<file path="src/rtl/tff_bank_pkg.sv">
// Shared constants and helpers for the prescaled T flip-flop bank.
package tff_bank_pkg;

  localparam logic MODE_TOGGLE = 1'b0;
  localparam logic MODE_COUNT  = 1'b1;

  localparam int                    DIV_W_DFLT       = 27;
  localparam logic [DIV_W_DFLT-1:0] DIV_DEFAULT_DFLT = 27'd50_000_000;

  // Wide enough for any practical divisor; callers zero-extend into it and truncate back.
  localparam int DIV_FN_W = 64;

  // A divisor of zero behaves as divide-by-one.
  function automatic logic [DIV_FN_W-1:0] div_eff_f(input logic [DIV_FN_W-1:0] div);
    div_eff_f = (div == '0) ? DIV_FN_W'(1) : div;
  endfunction

endpackage

</file>
<file path="src/rtl/tff_bank_prescaled_prescaler.sv">
// Prescaler for tff_bank_prescaled: a free-running counter that produces a
// registered one-cycle tick every div_eff enabled cycles. The divisor register
// is runtime-loadable. Optional square-wave output under TFF_BANK_SQW_EN.
module prescaler_tick
  import tff_bank_pkg::*;
#(
  parameter int               DIV_W       = DIV_W_DFLT,
  parameter logic [DIV_W-1:0] DIV_DEFAULT = DIV_W'(DIV_DEFAULT_DFLT)
) (
  input  logic             clk,
  input  logic             rst,
  input  logic             en_i,
  input  logic [DIV_W-1:0] div_in_i,
  input  logic             div_load_i,
  output logic             tick_o
`ifdef TFF_BANK_SQW_EN
  ,
  output logic             sq_o
`endif
);

  logic [DIV_W-1:0] cnt_q, cnt_d;
  logic [DIV_W-1:0] div_q, div_d;
  logic [DIV_W-1:0] div_eff;
  logic [DIV_W-1:0] lim;
  logic             tick_q, tick_d;

  // Next-state for counter, tick and divisor; >= lets a shrunken divisor expire at once.
  always_comb begin
    div_eff = DIV_W'(div_eff_f(DIV_FN_W'(div_q)));
    lim     = div_eff - DIV_W'(1);
    cnt_d   = cnt_q;
    tick_d  = 1'b0;
    if (en_i) begin
      if (cnt_q >= lim) begin
        cnt_d  = '0;
        tick_d = 1'b1;
      end else begin
        cnt_d  = cnt_q + DIV_W'(1);
      end
    end
    div_d = div_load_i ? div_in_i : div_q;
  end

  // Prescaler state registers; the expiry test above always sees the pre-load divisor.
  always_ff @(posedge clk) begin
    if (rst) begin
      cnt_q  <= '0;
      tick_q <= 1'b0;
      div_q  <= DIV_DEFAULT;
    end else begin
      cnt_q  <= cnt_d;
      tick_q <= tick_d;
      div_q  <= div_d;
    end
  end

  assign tick_o = tick_q;

`ifdef TFF_BANK_SQW_EN
  logic sq_q;

  // Square wave flips on the same edge that raises tick, so it holds while en is low.
  always_ff @(posedge clk) begin
    if (rst) begin
      sq_q <= 1'b0;
    end else if (tick_d) begin
      sq_q <= ~sq_q;
    end
  end

  assign sq_o = sq_q;
`endif

endmodule

</file>
<file path="src/rtl/tff_bank_prescaled.sv">
// Bank of WIDTH T flip-flops advanced by a prescaler tick (clock enable, not a
// derived clock). mode 0: independent toggles by t[i]; mode 1: synchronous
// T-chain up-counter enabled by t[0] with a wrap pulse on all-ones -> zero.
// Define TFF_BANK_SQW_EN to add the sq_out square-wave port.
module tff_bank_prescaled
  import tff_bank_pkg::*;
#(
  parameter int               WIDTH       = 4,
  parameter int               DIV_W       = DIV_W_DFLT,
  parameter logic [DIV_W-1:0] DIV_DEFAULT = DIV_W'(DIV_DEFAULT_DFLT)
) (
  input  logic             clk,
  input  logic             rst,
  input  logic             en,
  input  logic [DIV_W-1:0] div_in,
  input  logic             div_load,
  input  logic             mode,
  input  logic [WIDTH-1:0] t,
  input  logic             q_clr,
  output logic [WIDTH-1:0] q,
  output logic             tick,
  output logic             wrap
`ifdef TFF_BANK_SQW_EN
  ,
  output logic             sq_out
`endif
);

  logic             tick_w;
  logic [WIDTH-1:0] q_q, q_d;
  logic             wrap_q, wrap_d;
  logic [WIDTH-1:0] tgl;
  logic [WIDTH-1:0] lowm;

  prescaler_tick #(
    .DIV_W      (DIV_W),
    .DIV_DEFAULT(DIV_DEFAULT)
  ) u_pre (
    .clk       (clk),
    .rst       (rst),
    .en_i      (en),
    .div_in_i  (div_in),
    .div_load_i(div_load),
    .tick_o    (tick_w)
`ifdef TFF_BANK_SQW_EN
    ,
    .sq_o      (sq_out)
`endif
  );

  // Flip-flop update driven by the registered tick; q_clr swallows any tick in its cycle.
  always_comb begin
    q_d    = q_q;
    wrap_d = 1'b0;
    tgl    = '0;
    lowm   = '0;
    if (mode == MODE_COUNT) begin
      // Chain toggle: bit i flips when t[0] is set and every lower bit is one.
      for (int i = 0; i < WIDTH; i++) begin
        lowm   = (WIDTH'(1) << i) - WIDTH'(1);
        tgl[i] = t[0] && ((q_q & lowm) == lowm);
      end
    end else begin
      tgl = t;
    end
    if (q_clr) begin
      q_d    = '0;
      wrap_d = 1'b0;
    end else if (tick_w) begin
      q_d    = q_q ^ tgl;
      wrap_d = (mode == MODE_COUNT) && t[0] && (&q_q);
    end
  end

  // Output state registers.
  always_ff @(posedge clk) begin
    if (rst) begin
      q_q    <= '0;
      wrap_q <= 1'b0;
    end else begin
      q_q    <= q_d;
      wrap_q <= wrap_d;
    end
  end

  assign q    = q_q;
  assign tick = tick_w;
  assign wrap = wrap_q;

endmodule

</file>
<file path="config.mk">
export PLATFORM = sky130hd
export DESIGN_NAME = tff_bank_prescaled
export DESIGN_NICKNAME = d
export VERILOG_FILES = /design/src/rtl/tff_bank_pkg.sv /design/src/rtl/tff_bank_prescaled_prescaler.sv /design/src/rtl/tff_bank_prescaled.sv
export SDC_FILE = /design/constraint.sdc
export NUM_CORES = 1
export LEC_CHECK = 0
export CORE_UTILIZATION = 62
export CTS_BUF_LIST = sky130_fd_sc_hd__clkbuf_8
export DETAILED_ROUTE_END_ITERATION = 16
export PLACE_DENSITY = 0.88
export SETUP_SLACK_MARGIN = 0.15
export SYNTH_ARGS = -nofsm -noshare
export SYNTH_HDL_FRONTEND = slang
export SYNTH_HIERARCHICAL = 1
export SYNTH_SLANG_ARGS = --single-unit
</file>
<file path="constraint.sdc">
create_clock -name clk -period 9.4 [get_ports clk]
set_input_delay 1.88 -clock clk [delete_from_list [all_inputs] [get_ports clk]]
set_output_delay 1.88 -clock clk [all_outputs]
set_load 0.005 [all_outputs]
</file>
---- Word level (Yosys, flattened, before mapping) ----
Index checks and enable logic that the tools add are counted.
Widths: inputs -> output; s select.
storage, ports and cells
  flip-flop bits (word level) ............. 60
  bits of input ports ..................... 37
cells by class
  add/sub/neg operators ................... 2
  $lt $le $gt $ge ......................... 1
  equality and inequality tests ........... 2
  mux-type cells .......................... 4
  bitwise gates (word level) .............. 3
  reduce and logical (&&, ||, !) cells .... 10
operator list
  operator               number
  $mux 27                2
  $add 27x1->27 const B  1
  $ge 27x27->1           1
  $logic_not 27->1       1
  $sub 27x1->27 const B  1
  $logic_and 1x1->1      5
  $mux 4                 1
  $reduce_and 4->1       1
  $reduce_or 2->1        2
  $xor 4x4->4            1
  $eq 3x3->1 const B     1
  $reduce_or 3->1        1
  $eq 2x2->1 const B     1
  $not 1->1              2
  $mux 1                 1

---- Logic depth before layout (Yosys ltp) ----
Gate-level depths: netlist of run 1.
  word-level depth ........................ 5
  mapped depth ............................ 19

---- Cells and area by module ----
Netlist of run 1, hierarchy kept.
by module, submodules not included
  module              times used  cells each  area each (um2)  seq. area each (um2)
  prescaler_tick      1           374         3293.2           1101.1
  tff_bank_prescaled  1           28          245.2            100.1

---- Least setup slack after synthesis of run 1 ----
OpenSTA, ideal clock, no wires.
  path type ............................... reg2reg
  start ................................... register u_pre.div_q[16]
  end ..................................... register u_pre.cnt_q[10]
  setup time .............................. 0.132 ns
  data arrival time ....................... 4.208 ns
  slack ................................... 5.060 ns
  cell stages (with the launch flop) ...... 20
  clock period less this slack ............ 4.340 ns
  cells stage by stage .................... dfxtp_1 nor4_1 and2b_1 and3_1 a21oi_1 ha_1 nor3b_1 nand3_1 nor2_4 nand2_2 or4_1 xor2_1 ha_1 nand3_1 nor3_1 o21ai_0 o211ai_1 o21a_1 clkbuf_1 nor3_1
on the way
  cells in the longest elaborated chain, start to end .. 5
ends and longest elaborated chain
  element                   RTL line                            text
  start: declaration        tff_bank_prescaled_prescaler.sv:23  logic [DIV_W-1:0] div_q, div_d;
  start signal: assignment  tff_bank_prescaled_prescaler.sv:54  div_q <= div_d;
  $logic_not 27->1          tff_bank_pkg.sv:15                  div_eff_f = (div == '0) ? DIV_FN_W'(1) : div;
  $mux 27 (*)               tff_bank_pkg.sv:15
  $sub 27x1->27 (*)         tff_bank_prescaled_prescaler.sv:31  lim = div_eff - DIV_W'(1);
  $ge 27x27->1 (*)          tff_bank_prescaled_prescaler.sv:35  if (cnt_q >= lim) begin
  $mux 27 (*)               tff_bank_prescaled_prescaler.sv:35
  end signal: assignment    tff_bank_prescaled_prescaler.sv:52  cnt_q <= cnt_d;
  end: declaration          tff_bank_prescaled_prescaler.sv:22  logic [DIV_W-1:0] cnt_q, cnt_d;
Every way passes the cells marked *; elsewhere a longest branch is shown, timed or not.
A chain may end at the register's enable or synchronous reset.

---- Final worst setup path of run 1 ----
  start ................................... register u_pre.div_q[16]
  end ..................................... register u_pre.cnt_q[14]
Same word-level chain as after synthesis.

==> results.rst, run 1 <==
.. list-table::
   :header-rows: 1

   * - Metric
     - Value
   * - Maximum number of pins on one net before global-route repair
     - 59
   * - Clock-pin slew on the worst setup and hold paths
     - 0.07 ns
   * - Maxcap violations
     - 0
   * - Vias in the first global route
     - 3002
   * - List of cells traversed by the critical path
     - nor4_1 > and2b_1 > and3_1 > a21oi_1 > ha_1 > nor3b_1 > nand3_1 > nor2_4 > nand2_2 > or4_1 > xor2_1 > ha_1 > nand3_1 > nor3_1 > o21ai_0 > o211ai_1 > o21a_1 > nor3_1
   * - Count of TritonRoute iterations in the first routing pass
     - 4
   * - Final hold violation count
     - 0
   * - Finish-stage setup viols
     - 0
   * - Clk root buf
     - sky130_fd_sc_hd__clkbuf_8
   * - CP max-delay cell
     - sky130_fd_sc_hd__o21a_1
   * - Tot GR Track Use
     - 28.1%
   * - Clock tree skew after final layout
     - 0.00865 ns
   * - Post-CTS setup repair buffer count
     - 0
   * - Number of antenna repair diodes
     - 0
   * - Combinational power share
     - 12.6%
   * - Most frequent cell after synthesis
     - sky130_fd_sc_hd__dfxtp_1
   * - Clock network fraction of design power
     - 40.4%
   * - Clock period minus worst slack
     - 5.30 ns
   * - Worst Slack Setup Final
     - 4.10 ns
   * - First-pass GRT wire length
     - 13.2 mm
   * - Fraction of final layout cells with drive strength greater than 1
     - 5.58%
   * - Setup repair after global routing missed its margin
     - no
   * - Max Buffers Root-to-Sink
     - 2
   * - Net switching share of the total power
     - 25.8%
   * - Starting utilization of the core area
     - 64.3%
   * - Post-Route WL
     - 7.63 mm
   * - Number of distinct library cell variants in the gate-level netlist after synthesis
     - 43
   * - Maximum fanout encountered on the critical timing path
     - 25
   * - Number of instances resized during post-cts repair
     - 0
   * - Area added between synthesis and finish
     - 18.8%
   * - Endpoint required time on the critical path
     - 9.59 ns
   * - Worst IR Drop VDD
     - 0.000166 V
   * - Final total power
     - 580 uW
   * - Core Region
     - 5510 um^2
   * - Number of flops mapped to enable cells by yosys
     - 0
   * - TritonCTS clock tree
     - done
   * - Post-detail-place hpwl
     - 5.60 mm
   * - Number of flip-flops and latches in the synthesized netlist
     - 60
   * - Weighted congestion reported at the end of routability-driven placement
     - 0.832
   * - Remaining antenna violation count after routing
     - 0
   * - Initial antenna violation count
     - 0
   * - Headroom to the max-slew limit
     - 33.5%
   * - Ranking of synthesized cells by instance count
     - sky130_fd_sc_hd__dfxtp_1, sky130_fd_sc_hd__nor3_1, sky130_fd_sc_hd__xnor2_1
   * - Dominant cells by area after synthesis
     - sky130_fd_sc_hd__dfxtp_1, sky130_fd_sc_hd__ha_1, sky130_fd_sc_hd__xnor2_1
   * - Core utilization of the finished layout
     - 76.3%
   * - Non-filler instance count after layout
     - 520
   * - LEAKAGE
     - 0.00157 uW
   * - Proportion of synthesized chip area in sequential cells
     - 33.9%
   * - Post-synth net total
     - 469
   * - Overflow after GRT
     - 0
   * - Die outline width
     - 77.5 um
   * - Largest area contributor in the synthesized netlist
     - sky130_fd_sc_hd__dfxtp_1
   * - Clock buffers created by TritonCTS
     - 9
   * - Post-synthesis area per instance
     - 8.80 um^2
   * - Result of the run
     - finished, final reports clean
   * - Switching power summed over all nets
     - 149 uW
   * - Final routed DRC violation total
     - 0
   * - Via total after detailed routing
     - 3029
   * - Power share of the sequential group
     - 47.0%
   * - Fraction of registers with async set or reset after synthesis
     - 0%
   * - Wire length per cell after detailed routing
     - 14.7 um
   * - Power per cell area
     - 138 nW/um^2
   * - Number of clock sinks
     - 60
   * - Filler cell count in the final layout
     - 395
   * - Y dimension of the die
     - 77.5 um
   * - Most common flop cell mapped by yosys
     - sky130_fd_sc_hd__dfxtp_1
   * - Quantity of hold-fixing buffers added after cts
     - 0
   * - Category of cells accounting for the largest share of critical-path delay
     - simple AND/OR/NAND/NOR gates
   * - Count of yosys warnings during synthesis
     - 6
   * - Clock insertion delay at the later pin of the skew report
     - 0.35 ns
   * - Cell Count Post-Placement
     - 504
   * - Area enclosed by the die boundary
     - 6010 um^2
   * - Place WS
     - 4.28 ns
   * - Via count normalized by instance count
     - 5.83
   * - Number of instances in the synthesized netlist
     - 402
   * - Max incr delay on CP
     - 0.79 ns
   * - Critical path data arrival time
     - 5.49 ns
   * - Top cell type's share of synthesized area
     - 33.9%
   * - Endpoint type of the worst setup path
     - flop
   * - Worst setup path class
     - reg2reg
   * - Setup total negative slack
     - 0 ns
   * - Type of origin of the critical path
     - flop
   * - I/O pin total
     - 43
   * - Final Net Count
     - 510
   * - CP bufs+invs
     - 0
   * - Count of H-tree levels built during CTS
     - 3
   * - Post-synthesis cell area
     - 3540 um^2
   * - Maximum achievable frequency
     - 0.189 GHz
   * - Number of pins with negative max-slew slack in the final report
     - 0
   * - Actual slew at the worst max-slew pin
     - 0.997 ns
   * - Internal power of the cells
     - 430 uW
   * - Start point of the worst hold path
     - q[3]
   * - Worst setup path startpoint
     - u_pre/div_q[16]
   * - Final worst path period share
     - 56.4%
   * - Port bufs
     - 42
   * - Launching point of the worst reg2reg path
     - u_pre/div_q[16]
   * - First DRT Iteration DRCs
     - 172
   * - Site row count
     - 27
   * - Worst min-delay path class
     - reg2reg
-- per-stage QoR --
| step | hold slack (ns) | cell area [um^2] |
|---|---|---|
| final | 0.479 | 4200 |
| after global routing | 0.524 | 4200 |
| after CTS | 0.480 | 4200 |
| after detailed placement | 0.470 | 4000 |
| after global placement | 0.460 | 4000 |
| after floorplan | 0.460 | 3540 |
-- flip-flops by register name (all words and copies together), names as in the netlist --
register and count:
u_pre/cnt_q 27, u_pre/div_q 27, q 4, u_pre/tick_o 1
wrap 1
-- worst reg2reg max path, delay by kind of cell, from the launching register on --
| family | cells | cell delay (ns) |
|---|---|---|
| AOI/OAI and AO/OA | 4 | 1.47 |
| xor gates and xnor gates | 1 | 0.17 |
| adders and majority gates | 2 | 0.54 |
| DFF | 1 | 0.41 |
| and+or+nand+nor | 11 | 2.56 |
-- layout by cell type (no fill, tap or decap), types with 2 or more instances in the layout --
cell type / synthesis / routed
sky130_fd_sc_hd__mux2i_1: 19 / 19
sky130_fd_sc_hd__nand4b_1: 2 / 2
sky130_fd_sc_hd__a211oi_1: 3 / 3
sky130_fd_sc_hd__o21ai_0: 5 / 5
sky130_fd_sc_hd__a211o_1: 13 / 13
sky130_fd_sc_hd__nand4_1: 12 / 12
sky130_fd_sc_hd__or4_1: 3 / 3
sky130_fd_sc_hd__xor2_1: 13 / 13
sky130_fd_sc_hd__nor2b_1: 15 / 15
sky130_fd_sc_hd__nand3_1: 14 / 14
sky130_fd_sc_hd__nor3_1: 44 / 44
sky130_fd_sc_hd__or3_1: 6 / 6
sky130_fd_sc_hd__and4_1: 2 / 2
sky130_fd_sc_hd__clkbuf_8: 0 / 10
sky130_fd_sc_hd__nor3b_1: 2 / 2
sky130_fd_sc_hd__nor2_1: 32 / 32
sky130_fd_sc_hd__clkdlybuf4s50_1: 0 / 41
sky130_fd_sc_hd__ha_1: 30 / 30
sky130_fd_sc_hd__nand2b_1: 4 / 4
sky130_fd_sc_hd__clkinvlp_4: 0 / 2
sky130_fd_sc_hd__nand2_1: 19 / 19
sky130_fd_sc_hd__a21oi_1: 14 / 14
sky130_fd_sc_hd__a21o_1: 3 / 3
sky130_fd_sc_hd__dfxtp_1: 60 / 60
sky130_fd_sc_hd__inv_1: 9 / 9
sky130_fd_sc_hd__xnor2_1: 35 / 35
sky130_fd_sc_hd__nand3b_1: 4 / 4
sky130_fd_sc_hd__o21bai_1: 2 / 2
sky130_fd_sc_hd__or4_4: 2 / 2
sky130_fd_sc_hd__clkinv_2: 0 / 2
sky130_fd_sc_hd__nor4_1: 8 / 8
-- layout make-up --
cell class / instances / area, um^2 / share of cell area (%)
flip-flops and latches: 60 / 1200 / 28.6
well taps: 72 / 90.1 / 2.14
multi-input cells: 320 / 2250 / 53.6
clock buffers: 10 / 138 / 3.27
clock inverters: 6 / 63.8 / 1.52
repair buffers: 43 / 423 / 10.1
inverters: 9 / 33.8 / 0.804
-- path summary, 6_finish.rpt --
check	endpoint	slack (ns)	depth (start not counted)
worst max-delay path	u_pre/cnt_q[14]	4.10	18
worst min-delay path	wrap	0.48	2
worst max register to register	u_pre/cnt_q[14]	4.10	18
worst min register to register	wrap	0.48	2
-- metal layers --
metal / vias to the layer above / GRT usage, % / routed length, um
met5: - / 0 / 0
met4: 0 / 10.4 / 125
met3: 12 / 7.06 / 319
met2: 70 / 48.5 / 3740
met1: 1407 / 33.5 / 3450
li1: 1540 / - / -
-- cells by family after synthesis --
group,Yosys count,synth area share [%]
compound gates,46,9.02
xor+xnor,48,11.9
fa+ha+maj,30,10.6
buf+inv,22,2.33
flops,60,33.9
mux,19,5.37
simple gates,177,26.8
-- power by group through the flow --
stage                     logic, uW  registers [uW]  clock network, uW
after floorplan                47.0             275                  0
after global placement         68.6             277                  0
after detailed placement       71.7             278                  0
after CTS                      72.9             272                238
after global routing           81.3             273                248
final                          72.9             272                234
(Power assumes the default switching activity.)
==> inputs of run 2 (changes only) <==
--- a/config.mk
+++ b/config.mk
@@ -5,10 +5,10 @@
 export SDC_FILE = /design/constraint.sdc
 export NUM_CORES = 1
 export LEC_CHECK = 0
-export CORE_UTILIZATION = 62
+export CORE_UTILIZATION = 58
 export CTS_BUF_LIST = sky130_fd_sc_hd__clkbuf_8
 export DETAILED_ROUTE_END_ITERATION = 16
-export PLACE_DENSITY = 0.88
+export PLACE_DENSITY = 0.83
 export SETUP_SLACK_MARGIN = 0.15
 export SYNTH_ARGS = -nofsm -noshare
 export SYNTH_HDL_FRONTEND = slang
==> constraint.sdc (replaced) <==
create_clock -name clk -period 5 [get_ports clk]
set_input_delay 1 -clock clk [delete_from_list [all_inputs] [get_ports clk]]
set_output_delay 1 -clock clk [all_outputs]
set_load 0.005 [all_outputs]
==> run 2 against run 1 <==
Compared with the run above: sequential share of layout area decreased by 0.44 points; first-iteration DRC count increased by 7.6%; clock-buffer cell count decreased by 1; non-clock buffer count increased by 3; sequential power increased by 89%; worst setup slack got worse by 3.7 ns; critical path depth increased by 1; global-route usage decreased by 2.2 points; clock skew increased by 0.00087 ns; register-to-register slack got worse by 3.7 ns.
==> results.rst, run 2 (synthesized netlist as in run 1, its figures left out) <==
.. list-table::
   :header-rows: 1

   * - Metric
     - Value
   * - Die outline width
     - 80.1 um (was 77.5 um)
   * - Remaining antenna violation count after routing
     - 0 (unchanged)
   * - Headroom to the max-slew limit
     - 32.4% (was 33.5%)
   * - Maximum number of pins on one net before global-route repair
     - 59 (unchanged)
   * - Actual slew at the worst max-slew pin
     - 1.01 ns (was 0.997 ns)
   * - Max incr delay on CP
     - 0.42 ns (was 0.79 ns)
   * - Starting utilization of the core area
     - 60.1% (was 64.3%)
   * - Finish-stage setup viols
     - 0 (unchanged)
   * - Endpoint type of the worst setup path
     - flop (unchanged)
   * - Final Net Count
     - 513 (was 510)
   * - Vias in the first global route
     - 2905 (was 3002)
   * - Count of TritonRoute iterations in the first routing pass
     - 4 (unchanged)
   * - Number of pins with negative max-slew slack in the final report
     - 0 (unchanged)
   * - LEAKAGE
     - 0.00162 uW (was 0.00157 uW)
   * - Worst IR Drop VDD
     - 0.000311 V (was 0.000166 V)
   * - Setup repair after global routing missed its margin
     - no (unchanged)
   * - Overflow after GRT
     - 0 (unchanged)
   * - Max Buffers Root-to-Sink
     - 2 (unchanged)
   * - Net switching share of the total power
     - 23.1% (was 25.8%)
   * - CP max-delay cell
     - sky130_fd_sc_hd__dfxtp_1 (was sky130_fd_sc_hd__o21a_1)
   * - Met2 WL
     - 3.67 mm (was 3.74 mm)
   * - Fraction of final layout cells with drive strength greater than 1
     - 6.21% (was 5.58%)
   * - Core Region
     - 5890 um^2 (was 5510 um^2)
   * - Y dimension of the die
     - 80.1 um (was 77.5 um)
   * - Clock insertion delay at the later pin of the skew report
     - 0.35 ns (about the same)
   * - Cell Count Post-Placement
     - 508 (was 504)
   * - Switching power summed over all nets
     - 268 uW (was 149 uW)
   * - Wire length per cell after detailed routing
     - 14.7 um (about the same)
   * - TritonCTS clock tree
     - done (unchanged)
   * - I/O pin total
     - 43 (unchanged)
   * - List of cells traversed by the critical path
     - nor4_1 > and2b_1 > and3_1 > a21oi_1 > ha_1 > nor3b_2 > nand3_1 > nor2_4 > nand2_2 > or4_1 > xor2_1 > ha_1 > nand3_1 > nor3_2 > o21ai_0 > o211ai_1 > o21a_1 > buf_4 > nor3_1 (was nor4_1 > and2b_1 > and3_1 > a21oi_1 > ha_1 > nor3b_1 > nand3_1 > nor2_4 > nand2_2 > or4_1 > xor2_1 > ha_1 > nand3_1 > nor3_1 > o21ai_0 > o211ai_1 > o21a_1 > nor3_1)
   * - Via count normalized by instance count
     - 5.78 (was 5.83)
   * - M1 WL
     - 3.57 mm (was 3.45 mm)
   * - Post-Route WL
     - 7.71 mm (was 7.63 mm)
   * - Final hold violation count
     - 0 (unchanged)
   * - Port bufs
     - 42 (unchanged)
   * - Number of clock sinks
     - 60 (unchanged)
   * - Worst setup path class
     - reg2reg (unchanged)
   * - Maxcap violations
     - 0 (unchanged)
   * - Clock network fraction of design power
     - 44.1% (was 40.4%)
   * - Clock buffers created by TritonCTS
     - 9 (unchanged)
   * - Worst min-delay path class
     - reg2reg (unchanged)
   * - Setup total negative slack
     - 0 ns (unchanged)
   * - Result of the run
     - finished, final reports clean (unchanged)
   * - First DRT Iteration DRCs
     - 185 (was 172)
   * - Finished layout cell area
     - 4270 um^2 (was 4200 um^2)
   * - Filler cell count in the final layout
     - 441 (was 395)
   * - Final worst path period share
     - 92.6% (was 56.4%)
   * - Number of antenna repair diodes
     - 0 (unchanged)
   * - Most common cell after layout, fill and taps aside
     - sky130_fd_sc_hd__dfxtp_1 (unchanged)
   * - Final routed DRC violation total
     - 0 (unchanged)
   * - Combinational power share
     - 11.7% (was 12.6%)
   * - Register-to-Register Setup Slack
     - 0.37 ns (was 4.10 ns)
   * - Type of origin of the critical path
     - flop (unchanged)
   * - Critical path data arrival time
     - 4.81 ns (was 5.49 ns)
   * - Maximum achievable frequency
     - 0.216 GHz (was 0.189 GHz)
   * - Weighted congestion reported at the end of routability-driven placement
     - 0.864 (was 0.832)
   * - Clock period minus worst slack
     - 4.63 ns (was 5.30 ns)
   * - Area added between synthesis and finish
     - 20.7% (was 18.8%)
   * - Endpoint required time on the critical path
     - 5.18 ns (was 9.59 ns)
   * - Internal power of the cells
     - 892 uW (was 430 uW)
   * - CP bufs+invs
     - 1 (was 0)
   * - Site row count
     - 28 (was 27)
   * - Non-filler instance count after layout
     - 526 (was 520)
   * - Area after detailed placement
     - 4010 um^2 (was 4000 um^2)
   * - Tot GR Track Use
     - 26.0% (was 28.1%)
   * - Power share of the sequential group
     - 44.2% (was 47.0%)
   * - Post-detail-place hpwl
     - 5.50 mm (was 5.60 mm)
   * - Clock-pin slew on the worst setup and hold paths
     - 0.06 ns (was 0.07 ns)
   * - First-pass GRT wire length
     - 12.8 mm (was 13.2 mm)
   * - Quantity of hold-fixing buffers added after cts
     - 0 (unchanged)
   * - Power per cell area
     - 272 nW/um^2 (was 138 nW/um^2)
   * - DR WL met3
     - 331 um (was 319 um)
   * - Via total after detailed routing
     - 3041 (was 3029)
   * - Count of H-tree levels built during CTS
     - 3 (unchanged)
   * - Category of cells accounting for the largest share of critical-path delay
     - simple AND/OR/NAND/NOR gates (unchanged)
   * - Uppermost metal layer occupied by signal nets
     - met4 (unchanged)
   * - Initial antenna violation count
     - 0 (unchanged)
   * - Most used cells in the layout excluding fill and tap cells
     - sky130_fd_sc_hd__dfxtp_1, sky130_fd_sc_hd__nor3_1, sky130_fd_sc_hd__clkdlybuf4s50_1 (unchanged)
   * - Clk root buf
     - sky130_fd_sc_hd__clkbuf_8 (unchanged)
   * - Area enclosed by the die boundary
     - 6420 um^2 (was 6010 um^2)
   * - Clock tree skew after final layout
     - 0.00952 ns (was 0.00865 ns)
   * - Maximum fanout encountered on the critical timing path
     - 25 (unchanged)
run 2: through the flow:
step                      utilization [%]  setup slack (ns)  hold WS, ns  total power (uW)
after floorplan                         -             0.660        0.460               606
after global placement               68.2             0.404        0.460               651
after detailed placement             68.2             0.203        0.469               657
after CTS                            72.2             0.342        0.478              1170
after global routing                 72.6            0.0791        0.499              1210
final                                72.6             0.369        0.479              1160
run 2: area by class of cell:
cell class              count  area (um^2)  share of cell area (%)
inverters                   9         33.8                   0.791
well taps                  75         93.8                    2.20
flip-flops and latches     60         1200                    28.1
multi-input cells         320         2260                    53.0
clock inverters             7          108                    2.52
clock buffers               9          124                    2.90
repair buffers             46          445                    10.4
run 2: routing by layer:
metal,GRT usage (%),vias up
li1,-,1545
met1,32.0,1407
met2,43.8,76
met3,5.11,13
met4,11.1,0
met5,0,-
run 2: timing repair:
action / CTS / global route
pin swaps: 0 / 1
endpoints found under the hold margin: 0 / 0
endpoints found under the setup margin: 1 / 25
setup buffers: 0 / 2
gates resized for setup: 1 / 1
run 2: power groups by stage:
stage	logic (uW)	clock network (uW)	registers (uW)
2_1_floorplan	88.3	0	517
3_3_place_gp	129	0	522
3_5_place_dp	134	0	522
4_1_cts	136	518	512
5_1_grt	151	542	515
6_report	136	511	513
run 2: worst min-delay path, cell delays in order, from the launching register on:
cell and delay (ns):
sky130_fd_sc_hd__dfxtp_1 0.32, sky130_fd_sc_hd__nand2_1 0.07, sky130_fd_sc_hd__nor3_1 0.04
run 2: path summary, 6_finish.rpt:
kind / end / depth (start not counted) / start
worst max-delay path: u_pre/cnt_q[26] / 19 / u_pre/div_q[16]
worst min-delay path: wrap / 2 / q[3]
worst max register to register: u_pre/cnt_q[26] / 19 / u_pre/div_q[16]
worst min register to register: wrap / 2 / q[3]
